`src/rtl/pile_pkg.sv`:
```
`default_nettype none
// ============================================================================
// Module  : pile_pkg
// Brief   : Shared types and constants for the brick-pile auto driver.
// Revision: 1.0 - initial release
// ============================================================================
package pile_pkg;

  // Default width of the target and height feedback buses
  localparam int W_DEFAULT = 3;

  // Driver sequencing states
  typedef enum logic [2:0] {
    ST_IDLE    = 3'd0,
    ST_COMPARE = 3'd1,
    ST_PRESS   = 3'd2,
    ST_RELEASE = 3'd3,
    ST_DONE    = 3'd4,
    ST_ERROR   = 3'd5
  } pile_state_t;

  // Button selected for the current step
  localparam logic DIR_PLUS  = 1'b1;
  localparam logic DIR_MOINS = 1'b0;

  // True while a run is in progress (busy window)
  function automatic logic is_active(input pile_state_t s);
    return (s == ST_COMPARE) || (s == ST_PRESS) || (s == ST_RELEASE);
  endfunction

endpackage
`default_nettype wire

```
`src/rtl/pile_step_timer.sv`:
```
`default_nettype none
// ============================================================================
// Module  : pile_step_timer
// Brief   : Loadable down-counter that times the press and release phases.
//           o_last marks the final cycle of a loaded phase.
// Revision: 1.0 - initial release
// ============================================================================
module pile_step_timer
  import pile_pkg::*;
#(
  parameter int WIDTH = 2
) (
  input  logic             clk,
  input  logic             reset,
  input  logic             i_load,
  input  logic [WIDTH-1:0] i_value,
  output logic             o_zero,
  output logic             o_last
);

  logic [WIDTH-1:0] r_count;

  // Load on request, otherwise count down and hold at zero
  always_ff @(posedge clk) begin
    if (reset) begin
      r_count <= '0;
    end else if (i_load) begin
      r_count <= i_value;
    end else if (r_count != '0) begin
      r_count <= r_count - WIDTH'(1);
    end
  end

  assign o_zero = (r_count == '0);
  assign o_last = (r_count == WIDTH'(1));

endmodule
`default_nettype wire

```
`src/rtl/pile_driver.sv`:
```
`default_nettype none
// ============================================================================
// Module  : pile_driver
// Brief   : Drives the pile's plus/moins buttons with timed press/release
//           steps until the height feedback matches a latched target.
//           Optional macro PILE_DRIVER_SHORTEST_PATH_EN selects direction by
//           modular distance so moves may cross the wrap boundary.
// Revision: 1.0 - initial release
// ============================================================================
module pile_driver
  import pile_pkg::*;
#(
  parameter int W              = W_DEFAULT,
  parameter int PRESS_CYCLES   = 2,
  parameter int RELEASE_CYCLES = 2,
  parameter int MAX_STEPS      = 16
) (
  input  logic         clk,
  input  logic         reset,
  input  logic         start,
  input  logic         abort,
  input  logic [W-1:0] target,
  input  logic [W-1:0] hauteur,
  output logic         plus,
  output logic         moins,
  output logic         busy,
  output logic         done,
  output logic         error
);

  localparam int TMAX = (PRESS_CYCLES > RELEASE_CYCLES) ? PRESS_CYCLES : RELEASE_CYCLES;
  localparam int TW   = $clog2(TMAX + 1);
  localparam int SW   = $clog2(MAX_STEPS + 1);

  pile_state_t   r_state;
  pile_state_t   w_next;
  logic [W-1:0]  r_target;
  logic [SW-1:0] r_steps;
  logic          r_dir;
  logic          w_dir;
  logic          w_dir_eff;
  logic          w_tmr_load;
  logic [TW-1:0] w_tmr_value;
  logic          w_tmr_zero;
  logic          w_tmr_last;
  logic          w_phase_end;

  pile_step_timer #(
    .WIDTH (TW)
  ) u_timer (
    .clk     (clk),
    .reset   (reset),
    .i_load  (w_tmr_load),
    .i_value (w_tmr_value),
    .o_zero  (w_tmr_zero),
    .o_last  (w_tmr_last)
  );

  // A phase ends on its final counted cycle; a zero count never stalls
  assign w_phase_end = w_tmr_last | w_tmr_zero;

`ifdef PILE_DRIVER_SHORTEST_PATH_EN
  logic [W-1:0] w_diff;
  // Modular distance upward; ties at half the ring go upward
  always_comb begin
    w_diff = r_target - hauteur;
    w_dir  = (w_diff <= W'(1 << (W - 1))) ? DIR_PLUS : DIR_MOINS;
  end
`else
  // Plain unsigned compare, never crossing the wrap boundary
  always_comb begin
    w_dir = (r_target > hauteur) ? DIR_PLUS : DIR_MOINS;
  end
`endif

  // Direction is decided in COMPARE and held for the rest of the step
  assign w_dir_eff = (r_state == ST_COMPARE) ? w_dir : r_dir;

  // State register
  always_ff @(posedge clk) begin
    if (reset) begin
      r_state <= ST_IDLE;
    end else begin
      r_state <= w_next;
    end
  end

  // Next-state and timer control; abort overrides everything outside IDLE
  always_comb begin
    w_next      = r_state;
    w_tmr_load  = 1'b0;
    w_tmr_value = '0;
    case (r_state)
      ST_IDLE: begin
        if (start) w_next = ST_COMPARE;
      end
      ST_COMPARE: begin
        if (hauteur == r_target) begin
          w_next = ST_DONE;
        end else if (r_steps == SW'(MAX_STEPS)) begin
          w_next = ST_ERROR;
        end else begin
          w_next      = ST_PRESS;
          w_tmr_load  = 1'b1;
          w_tmr_value = TW'(PRESS_CYCLES);
        end
      end
      ST_PRESS: begin
        if (w_phase_end) begin
          w_next      = ST_RELEASE;
          w_tmr_load  = 1'b1;
          w_tmr_value = TW'(RELEASE_CYCLES);
        end
      end
      ST_RELEASE: begin
        if (w_phase_end) w_next = ST_COMPARE;
      end
      ST_DONE:  w_next = ST_IDLE;
      ST_ERROR: w_next = ST_IDLE;
      default:  w_next = ST_IDLE;
    endcase
    if (abort && (r_state != ST_IDLE)) w_next = ST_ERROR;
  end

  // Target latch, saturating step count and direction hold
  always_ff @(posedge clk) begin
    if (reset) begin
      r_target <= '0;
      r_steps  <= '0;
      r_dir    <= DIR_PLUS;
    end else begin
      if ((r_state == ST_IDLE) && start) begin
        r_target <= target;
        r_steps  <= '0;
      end
      if (r_state == ST_COMPARE) begin
        r_dir <= w_dir;
      end
      if ((r_state == ST_RELEASE) && (w_next == ST_COMPARE) && (r_steps != SW'(MAX_STEPS))) begin
        r_steps <= r_steps + SW'(1);
      end
    end
  end

  // Outputs registered from the next state so they line up with the state
  always_ff @(posedge clk) begin
    if (reset) begin
      plus  <= 1'b0;
      moins <= 1'b0;
      busy  <= 1'b0;
      done  <= 1'b0;
      error <= 1'b0;
    end else begin
      plus  <= (w_next == ST_PRESS) && (w_dir_eff == DIR_PLUS);
      moins <= (w_next == ST_PRESS) && (w_dir_eff == DIR_MOINS);
      busy  <= is_active(w_next);
      done  <= (w_next == ST_DONE);
      error <= (w_next == ST_ERROR);
    end
  end

endmodule
`default_nettype wire

```
`config.mk`:
```
export PLATFORM = sky130hd
export DESIGN_NAME = pile_driver
export DESIGN_NICKNAME = d
export VERILOG_FILES = /design/src/rtl/pile_pkg.sv /design/src/rtl/pile_step_timer.sv /design/src/rtl/pile_driver.sv
export SDC_FILE = /design/constraint.sdc
export NUM_CORES = 1
export LEC_CHECK = 0
export ABC_AREA = 1
export CORE_ASPECT_RATIO = 1.4
export CORE_MARGIN = 2
export CORE_UTILIZATION = 35
export DETAILED_ROUTE_END_ITERATION = 7
export PLACE_DENSITY = 0.51
export SYNTH_ARGS = -nofsm -noshare
export SYNTH_HDL_FRONTEND = slang
export SYNTH_SLANG_ARGS = --single-unit
```
`constraint.sdc`:
```
create_clock -name clk -period 3.08 [get_ports clk]
set_clock_uncertainty 0.2 [all_clocks]
set_input_delay 0.616 -clock clk [delete_from_list [all_inputs] [get_ports clk]]
set_output_delay 0.616 -clock clk [all_outputs]
set_load 0.02 [all_outputs]
```
==> impl_metrics.xml <==
<?xml version="1.0" encoding="UTF-8"?>
<metrics>
  <group name="status">
    <metric name="run_status" unit="">completed</metric>
  </group>
  <group name="clock_network">
    <metric name="clkSlewWorstSetupHoldPaths" unit="ns">0.07</metric>
    <metric name="cts-resized-gates" unit="">0</metric>
    <metric name="clkSinkCount" unit="">19</metric>
    <metric name="cts_tree" unit="">yes</metric>
    <metric name="post-cts-setup-buffers" unit="">0</metric>
    <metric name="post_cts_hold_buffer_count" unit="">0</metric>
    <metric name="htree_num_levels" unit="">1</metric>
    <metric name="worstSkewPairLatency" unit="ns">0.26</metric>
    <metric name="clock_tree.root_cell" unit="">sky130_fd_sc_hd__clkbuf_8</metric>
    <metric name="cts_max_path_buffers" unit="">2</metric>
    <metric name="cts_inserted_buffers" unit="">3</metric>
  </group>
  <group name="route">
    <metric name="first_iter_violations" unit="">13</metric>
    <metric name="route.antenna.remaining_nets" unit="">0</metric>
    <metric name="post_drt_wl_per_cell" unit="µm">10.6</metric>
    <metric name="detail_route.first_pass.iterations" unit="">4</metric>
    <metric name="via_count" unit="">867</metric>
    <metric name="detail_route.vias_per_cell" unit="">4.66</metric>
    <metric name="drcViolationCount" unit="">0</metric>
    <metric name="wirelength" unit="mm">1.97</metric>
  </group>
  <group name="timing">
    <metric name="report.final.hold_viol_count" unit="">0</metric>
    <metric name="rsz_0062_raised_after_global_routing" unit="">false</metric>
    <metric name="final.min_clock_period" unit="ns">2.30</metric>
    <metric name="finalSetupViolCount" unit="">0</metric>
    <metric name="timing.final.max_slew_violations" unit="">0</metric>
    <metric name="worst-slew-pin-transition" unit="ns">0.291</metric>
    <metric name="worst_slew_margin_rel" unit="">0.804</metric>
    <metric name="max_freq" unit="GHz">0.436</metric>
    <metric name="timing.final.crit_share" unit="">0.745</metric>
    <metric name="sum_neg_setup_slack" unit="ns">0</metric>
  </group>
  <group name="yosys">
    <metric name="synth_cells" unit="">133</metric>
    <metric name="yosys_most_used_dff" unit="">sky130_fd_sc_hd__dfxtp_1</metric>
    <metric name="ys_async_sr_fraction" unit="">0</metric>
    <metric name="synth.distinct_cells" unit="">22</metric>
    <metric name="synthTopCellsByArea" unit="">sky130_fd_sc_hd__dfxtp_1, sky130_fd_sc_hd__ha_1, sky130_fd_sc_hd__inv_1</metric>
    <metric name="synth.yosys.seq_area_share" unit="">0.363</metric>
    <metric name="syn_std_cell_area" unit="µm²">1050</metric>
    <metric name="ys.warnings.count" unit="">0</metric>
    <metric name="synth_top_cell_by_area" unit="">sky130_fd_sc_hd__dfxtp_1</metric>
    <metric name="ys_top_cells_by_count" unit="">sky130_fd_sc_hd__inv_1, sky130_fd_sc_hd__dfxtp_1, sky130_fd_sc_hd__nand2_1</metric>
    <metric name="synth_edf_count" unit="">0</metric>
    <metric name="syn_avg_cell_area" unit="µm²">7.87</metric>
    <metric name="netlist.area_leader.share" unit="">0.363</metric>
    <metric name="synthMostInstantiatedCell" unit="">sky130_fd_sc_hd__inv_1</metric>
    <metric name="synth-seq-cells" unit="">19</metric>
    <metric name="syn-num-nets" unit="">150</metric>
  </group>
  <group name="global_routing">
    <metric name="first_global_vias" unit="">852</metric>
    <metric name="first_pass_grt_wire_length" unit="mm">3.46</metric>
    <metric name="grt_antenna_before_repair" unit="">0</metric>
    <metric name="grt_max_degree" unit="">13</metric>
    <metric name="global_route.usage.total" unit="">0.134</metric>
    <metric name="gr-total-overflow" unit="">0</metric>
  </group>
  <group name="layout">
    <metric name="antenna_cells_inserted" unit="">0</metric>
    <metric name="design.final.nets" unit="">167</metric>
    <metric name="final_util" unit="">0.446</metric>
    <metric name="post_route_cells_drive_above_1_share" unit="">0.141</metric>
    <metric name="area.growth.synth_to_final" unit="%">21.4</metric>
  </group>
  <group name="run">
    <metric name="maxCapViolations" unit="">0</metric>
  </group>
  <group name="power">
    <metric name="power_per_cell_area" unit="nW/µm²">773</metric>
    <metric name="power.static_leakage" unit="µW">0.000569</metric>
    <metric name="peak_supply_drop" unit="mV">0.380</metric>
  </group>
  <group name="floorplanning">
    <metric name="core_area" unit="µm²">2850</metric>
    <metric name="die_w" unit="µm">50.2</metric>
    <metric name="die_y" unit="µm">68.7</metric>
    <metric name="die_area" unit="µm²">3450</metric>
    <metric name="floorplan.initialDensity" unit="">0.368</metric>
    <metric name="core_rows" unit="">23</metric>
    <metric name="io-pin-count" unit="">15</metric>
  </group>
  <group name="placement">
    <metric name="hpwlAfterDp" unit="mm">1.57</metric>
    <metric name="port_buffers" unit="">14</metric>
    <metric name="finalWeightedCongestion" unit="">0.761</metric>
  </group>
  <group name="worst_setup_path">
    <metric name="criticalPathCategory" unit="">in2reg</metric>
    <metric name="critical_path.most_common_cell" unit="">sky130_fd_sc_hd__nand2_1</metric>
    <metric name="critical-path-slowest-cell" unit="">sky130_fd_sc_hd__clkdlybuf4s50_1</metric>
    <metric name="reg2reg_setup_slack" unit="ns">1.31</metric>
    <metric name="cp_cell_sequence" unit="">clkdlybuf4s50_1 -&gt; inv_1 -&gt; ha_1 -&gt; nand3_1 -&gt; nand2_1 -&gt; nand2_1 -&gt; nand2_4 -&gt; nor2_4 -&gt; nand3_4 -&gt; a21oi_1 -&gt; nor2_1</metric>
    <metric name="worst_ep_required_time" unit="ns">3.04</metric>
    <metric name="ff2ff_path_depth" unit="">11</metric>
    <metric name="setup.worst_path.end_class" unit="">flip-flop</metric>
    <metric name="regToRegStartpoint" unit="">u_timer.r_count[0]</metric>
    <metric name="cp-endpoint" unit="">r_steps[0]</metric>
    <metric name="r2r-end" unit="">r_steps[0]</metric>
    <metric name="worst-path-max-fanout" unit="">6</metric>
    <metric name="cp_slowest_stage_delay" unit="ns">0.45</metric>
    <metric name="data_arrival_critical_path" unit="ns">2.25</metric>
    <metric name="setup.worst_path.start_class" unit="">input pin</metric>
    <metric name="startpoint" unit="">hauteur[2]</metric>
  </group>
  <group name="worst_hold_path">
    <metric name="hold_class" unit="">reg2reg</metric>
  </group>
</metrics>
metrics by stage:
stage	instances	instance area [µm²]	worst slack, ns	total power (µW)	hold slack (ns)
2_1_floorplan	133	1050	1.07	702	0.228
3_3_place_gp	182	1220	0.534	809	0.251
3_5_place_dp	182	1220	0.490	818	0.253
4_1_cts	186	1270	0.766	998	0.264
5_1_grt	186	1270	0.619	1070	0.291
6_report	186	1270	0.785	982	0.265
sequential cells by signal (all words and copies together) (netlist names):
name             count
r_steps              5
plus                 1
moins                1
u_timer.r_count      2
busy                 1
error                1
r_target             3
done                 1
r_dir                1
r_state              3
cell families after synthesis:
logic type               count (synthesis)  share of synthesized area
AO/OA/AOI/OAI                           19                     0.0932
XOR/XNOR                                 3                     0.0251
adder cells (fa/ha/maj)                  7                     0.0836
buffers and inverters                   26                     0.0944
flip-flops                              19                      0.363
AND/OR/NAND/NOR                         59                      0.340
worst min path at each step:
| stage | slack, ns | cells after the start | from | endpoint |
|---|---|---|---|---|
| after global routing | 0.29 | 2 | r_target[2] | r_target[2] |
| after floorplan | 0.23 | 2 | r_target[1] | r_target[1] |
| after global placement | 0.25 | 2 | r_target[1] | r_target[1] |
| final | 0.26 | 2 | r_target[1] | r_target[1] |
| after detailed placement | 0.25 | 2 | r_target[1] | r_target[1] |
| after CTS | 0.26 | 2 | r_target[1] | r_target[1] |
report_power, final:
group | switching (µW) | internal (µW)
sequential | 35.2 | 302
clock | 88.0 | 90.0
combinational | 301 | 166
total | 425 | 558
placed cells by master, fill, tap and decap left out, drive strengths merged:
master,instances
inv,24
nand2,22
dfxtp,19
nand3,16
nor2,15
clkdlybuf4s50,14
o21ai,9
a21oi,9
ha,7
nand4,5
clkbuf,3
xnor2,2
nor3,1
xor2,1
a211oi,1
clkinv,1
critical path, delay by kind of cell:
| family | cells | cell delay [ns] |
|---|---|---|
| AO/OA/AOI/OAI | 1 | 0.13 |
| buffers and inverters | 2 | 0.49 |
| AND/OR/NAND/NOR | 7 | 0.70 |
| adder cells (fa/ha/maj) | 1 | 0.31 |
layer usage:
layer	GRT usage	part of all wire
met2	0.257	0.53
met5	0	0
met3	0.0216	0.023
met1	0.137	0.42
met4	0.0729	0.018
layout make-up:
class	count	area [µm²]
repair buffers	14	140
fillers	303	1580
flip-flops and latches	19	380
clock inverters	1	5.00
multi-input cells	88	568
clock buffers	3	41.3
well taps	37	46.3
inverters	24	90.1
Power figures use the tool's default switching activity.
==> variant: new RTL, config.mk and constraints unchanged <==
Make the reset (`reset`) asynchronous in 4 clocked blocks.
--- a/src/rtl/pile_step_timer.sv
+++ b/src/rtl/pile_step_timer.sv
@@ -21,7 +21,7 @@
   logic [WIDTH-1:0] r_count;
 
   // Load on request, otherwise count down and hold at zero
-  always_ff @(posedge clk) begin
+  always_ff @(posedge clk or posedge reset) begin
     if (reset) begin
       r_count <= '0;
     end else if (i_load) begin
--- a/src/rtl/pile_driver.sv
+++ b/src/rtl/pile_driver.sv
@@ -77,7 +77,7 @@
   assign w_dir_eff = (r_state == ST_COMPARE) ? w_dir : r_dir;
 
   // State register
-  always_ff @(posedge clk) begin
+  always_ff @(posedge clk or posedge reset) begin
     if (reset) begin
       r_state <= ST_IDLE;
     end else begin
@@ -123,7 +123,7 @@
   end
 
   // Target latch, saturating step count and direction hold
-  always_ff @(posedge clk) begin
+  always_ff @(posedge clk or posedge reset) begin
     if (reset) begin
       r_target <= '0;
       r_steps  <= '0;
@@ -143,7 +143,7 @@
   end
 
   // Outputs registered from the next state so they line up with the state
-  always_ff @(posedge clk) begin
+  always_ff @(posedge clk or posedge reset) begin
     if (reset) begin
       plus  <= 1'b0;
       moins <= 1'b0;
Function: differs if reset is asserted again (counterexample within 4 cycles, from zero or initial values and one cycle with reset high); with reset held inactive, the same outputs for 10 cycles.
==> variant against the original RTL <==
Sequential share of layout area rose by 5.7 points. Final cell count down 5.4%. Worst setup slack got worse by 33 ps. Sequential cell count unchanged. Synthesized area is 5.4% higher. Register-to-register slack lost 70 ps. Power grew 12%. Design area increased by 5.2%. Wire length increased by 2.3%. Critical endpoint is now r_steps[0].
==> variant: results (changes against the original RTL) <==
----------------------------------------------------
[Run status]
  Result of the run ... completed

[GRT]
  Number of antenna violations at the first check in global routing ... 0 (unchanged)
  Vias in the first global route ... 889 (+4.3%)
  Largest net degree at the start of global routing ... 20 (+7)
  First-pass GRT wire length ... 3.829 mm (+11%)
  Total routing resource utilization after global routing ... 13.93% (+0.58 points)

[CTS]
  TritonCTS buffer count ... 3 (unchanged)
  Clock input transition at the sequential cells of the worst setup and hold paths ... 70 ps (about the same)
  Buffer cell driving the clock tree root ... clkbuf_8
  CTS H-Tree Depth ... 1 (unchanged)
  Quantity of gates resized following cts ... 0 (unchanged)
  Post-CTS Setup Inserts ... 0 (unchanged)
  Insertion delay to the later sink of the worst-skew pair ... ~250 ps

[Worst setup path]
  Highest fanout seen on the critical path ... 9 (+3)
  Gate family responsible for the most delay along the worst path ... simple AND/OR/NAND/NOR gates
  Setup slack of the worst register-to-register path ... 1240 ps (-70 ps)
  Timing endpoint of the critical path ... r_steps[0]
  Worst reg2reg startpoint ... r_steps[0]
  FF-to-FF path depth ... 10 (-1)
  Slowest stage cell on the critical path ... clkdlybuf4s50_1
  Max stage delay on crit path ... ~460 ps
  Critical path startpoint ... hauteur[2]
  Critical path arrival ... 2270 ps (+20 ps)

[Yosys]
  Post-synthesis async set-or-reset flop share ... 100.0% (+100 points)
  Number of warning messages in the yosys log ... 0 (unchanged)
  Synthesized netlist net count ... 136 (-9.3%)
  Ys flop type ... dfrtp_1
  Post-synthesis sequential area ratio ... 43.20% (+6.9 points)
  Top cells by area in the synthesized netlist ... dfrtp_1 41%, ha_1 7.9%, inv_1 6.5%
  Number of different library cells in the post-synthesis netlist ... 27 (+23%)
  Most numerous cell types in the synthesized netlist ... 19 x inv_1, 18 x dfrtp_1, 14 x nand2_1

[Placed design]
  Port-buffer cells ... 14 (unchanged)
  Final RePlAce weighted congestion ... 0.7499 (-1.5%)
  Sum of net half-perimeters after detailed placement ... 1.630 mm (+3.5%)
  Placed Area ... 1292 um^2 (+5.5%)

[Worst hold path]
  Worst min path class ... reg -> reg

[Timing]
  Count of final hold-check violations ... 0 (unchanged)
  Worst-margin pin slew ... 707.8 ps (+416.6 ps)

[Power and ir drop]
  Worst ir drop on vdd ... 376.4 uV (-1.0%)
  Total leakage power ... 0.6761 nW (+19%)

[Cells and area]
  Largest regs ... r_steps x5, r_state x3, r_target x3
  Fin nets ... 155 (-7.2%)
  Ratio of cells with drive above 1 in the final layout ... 21.90% (+7.8 points)

[Routing]
  Number of detailed-routing iterations run before antenna repair ... 4 (unchanged)
  DR WL/cell ... 11.46 um (+8.1%)
  Number of DRC markers in iteration 0 ... 23 (+10)
  Routed via count divided by cell count ... 4.722 (+1.3%)

----------------------------------------------------
-- variant: changes by cell type in the layout (fill, tap and decap cells not counted), moves of 3 or more --
cell     before  now
inv_1        23   19
nor2_1       12    7
o21ai_0       9    1
dfxtp_1      19    0
nand2_2       4    7
a21oi_1       9    4
dfrtp_1       0   18
-- variant: where the power goes --
part / switching, mW / total, mW / internal [mW]
Clock: 0.0772 / 0.169 / 0.0918
Combinational: 0.337 / 0.542 / 0.205
Sequential: 0.0505 / 0.388 / 0.338
-- variant: routing by layer --
metal,share of wire (%),track usage (%)
met5,0,0
met4,3.0,7.895
met3,1.7,1.923
met2,56,23.50
met1,40,16.39
-- variant: cell families (layout without fill, tap and decap cells) --
kind of cell	Yosys count	in the layout	synth area share, %
buffers and inverters	23	41	7.936
adders and majority gates	7	7	7.936
DFF	19	19	43.20
AOI/OAI and AO/OA	9	9	4.988
and+or+nand+nor	56	56	31.52
muxes	2	2	2.041
xor gates and xnor gates	3	3	2.381
-- variant: worst min-delay path by stage --
stage           startpoint          end  slack (ps)  cells after the start
6_report       r_target[1]  r_target[1]         320                      1
5_1_grt        r_target[1]  r_target[1]         330                      1
4_1_cts        r_target[1]  r_target[1]         330                      1
3_5_place_dp   r_target[1]  r_target[1]         310                      1
3_3_place_gp   r_target[1]  r_target[1]         300                      1
2_1_floorplan  r_target[1]  r_target[1]         280                      1
-- variant: final cells by class --
class	count	area, um^2
Fill cell	317	1725
Multi-Input combinational cell	77	539.3
Sequential cell	19	476.7
Timing Repair Buffer	14	140.1
Inverter	23	87.58
Tap cell	39	48.80
Clock buffer	4	45.04
-- variant: through the flow --
step / std cells / utilization (%) / hold WS, ps / worst slack, ps
floorplan: 119 / - / 283.5 / 1093
finish: 176 / 43.67 / 317.0 / 752.1
global placement: 172 / 42.20 / 299.0 / 518.8
detailed placement: 172 / 42.20 / 311.4 / 460.8
global route: 176 / 43.67 / 332.9 / 643.3
CTS: 176 / 43.67 / 327.6 / 732.8
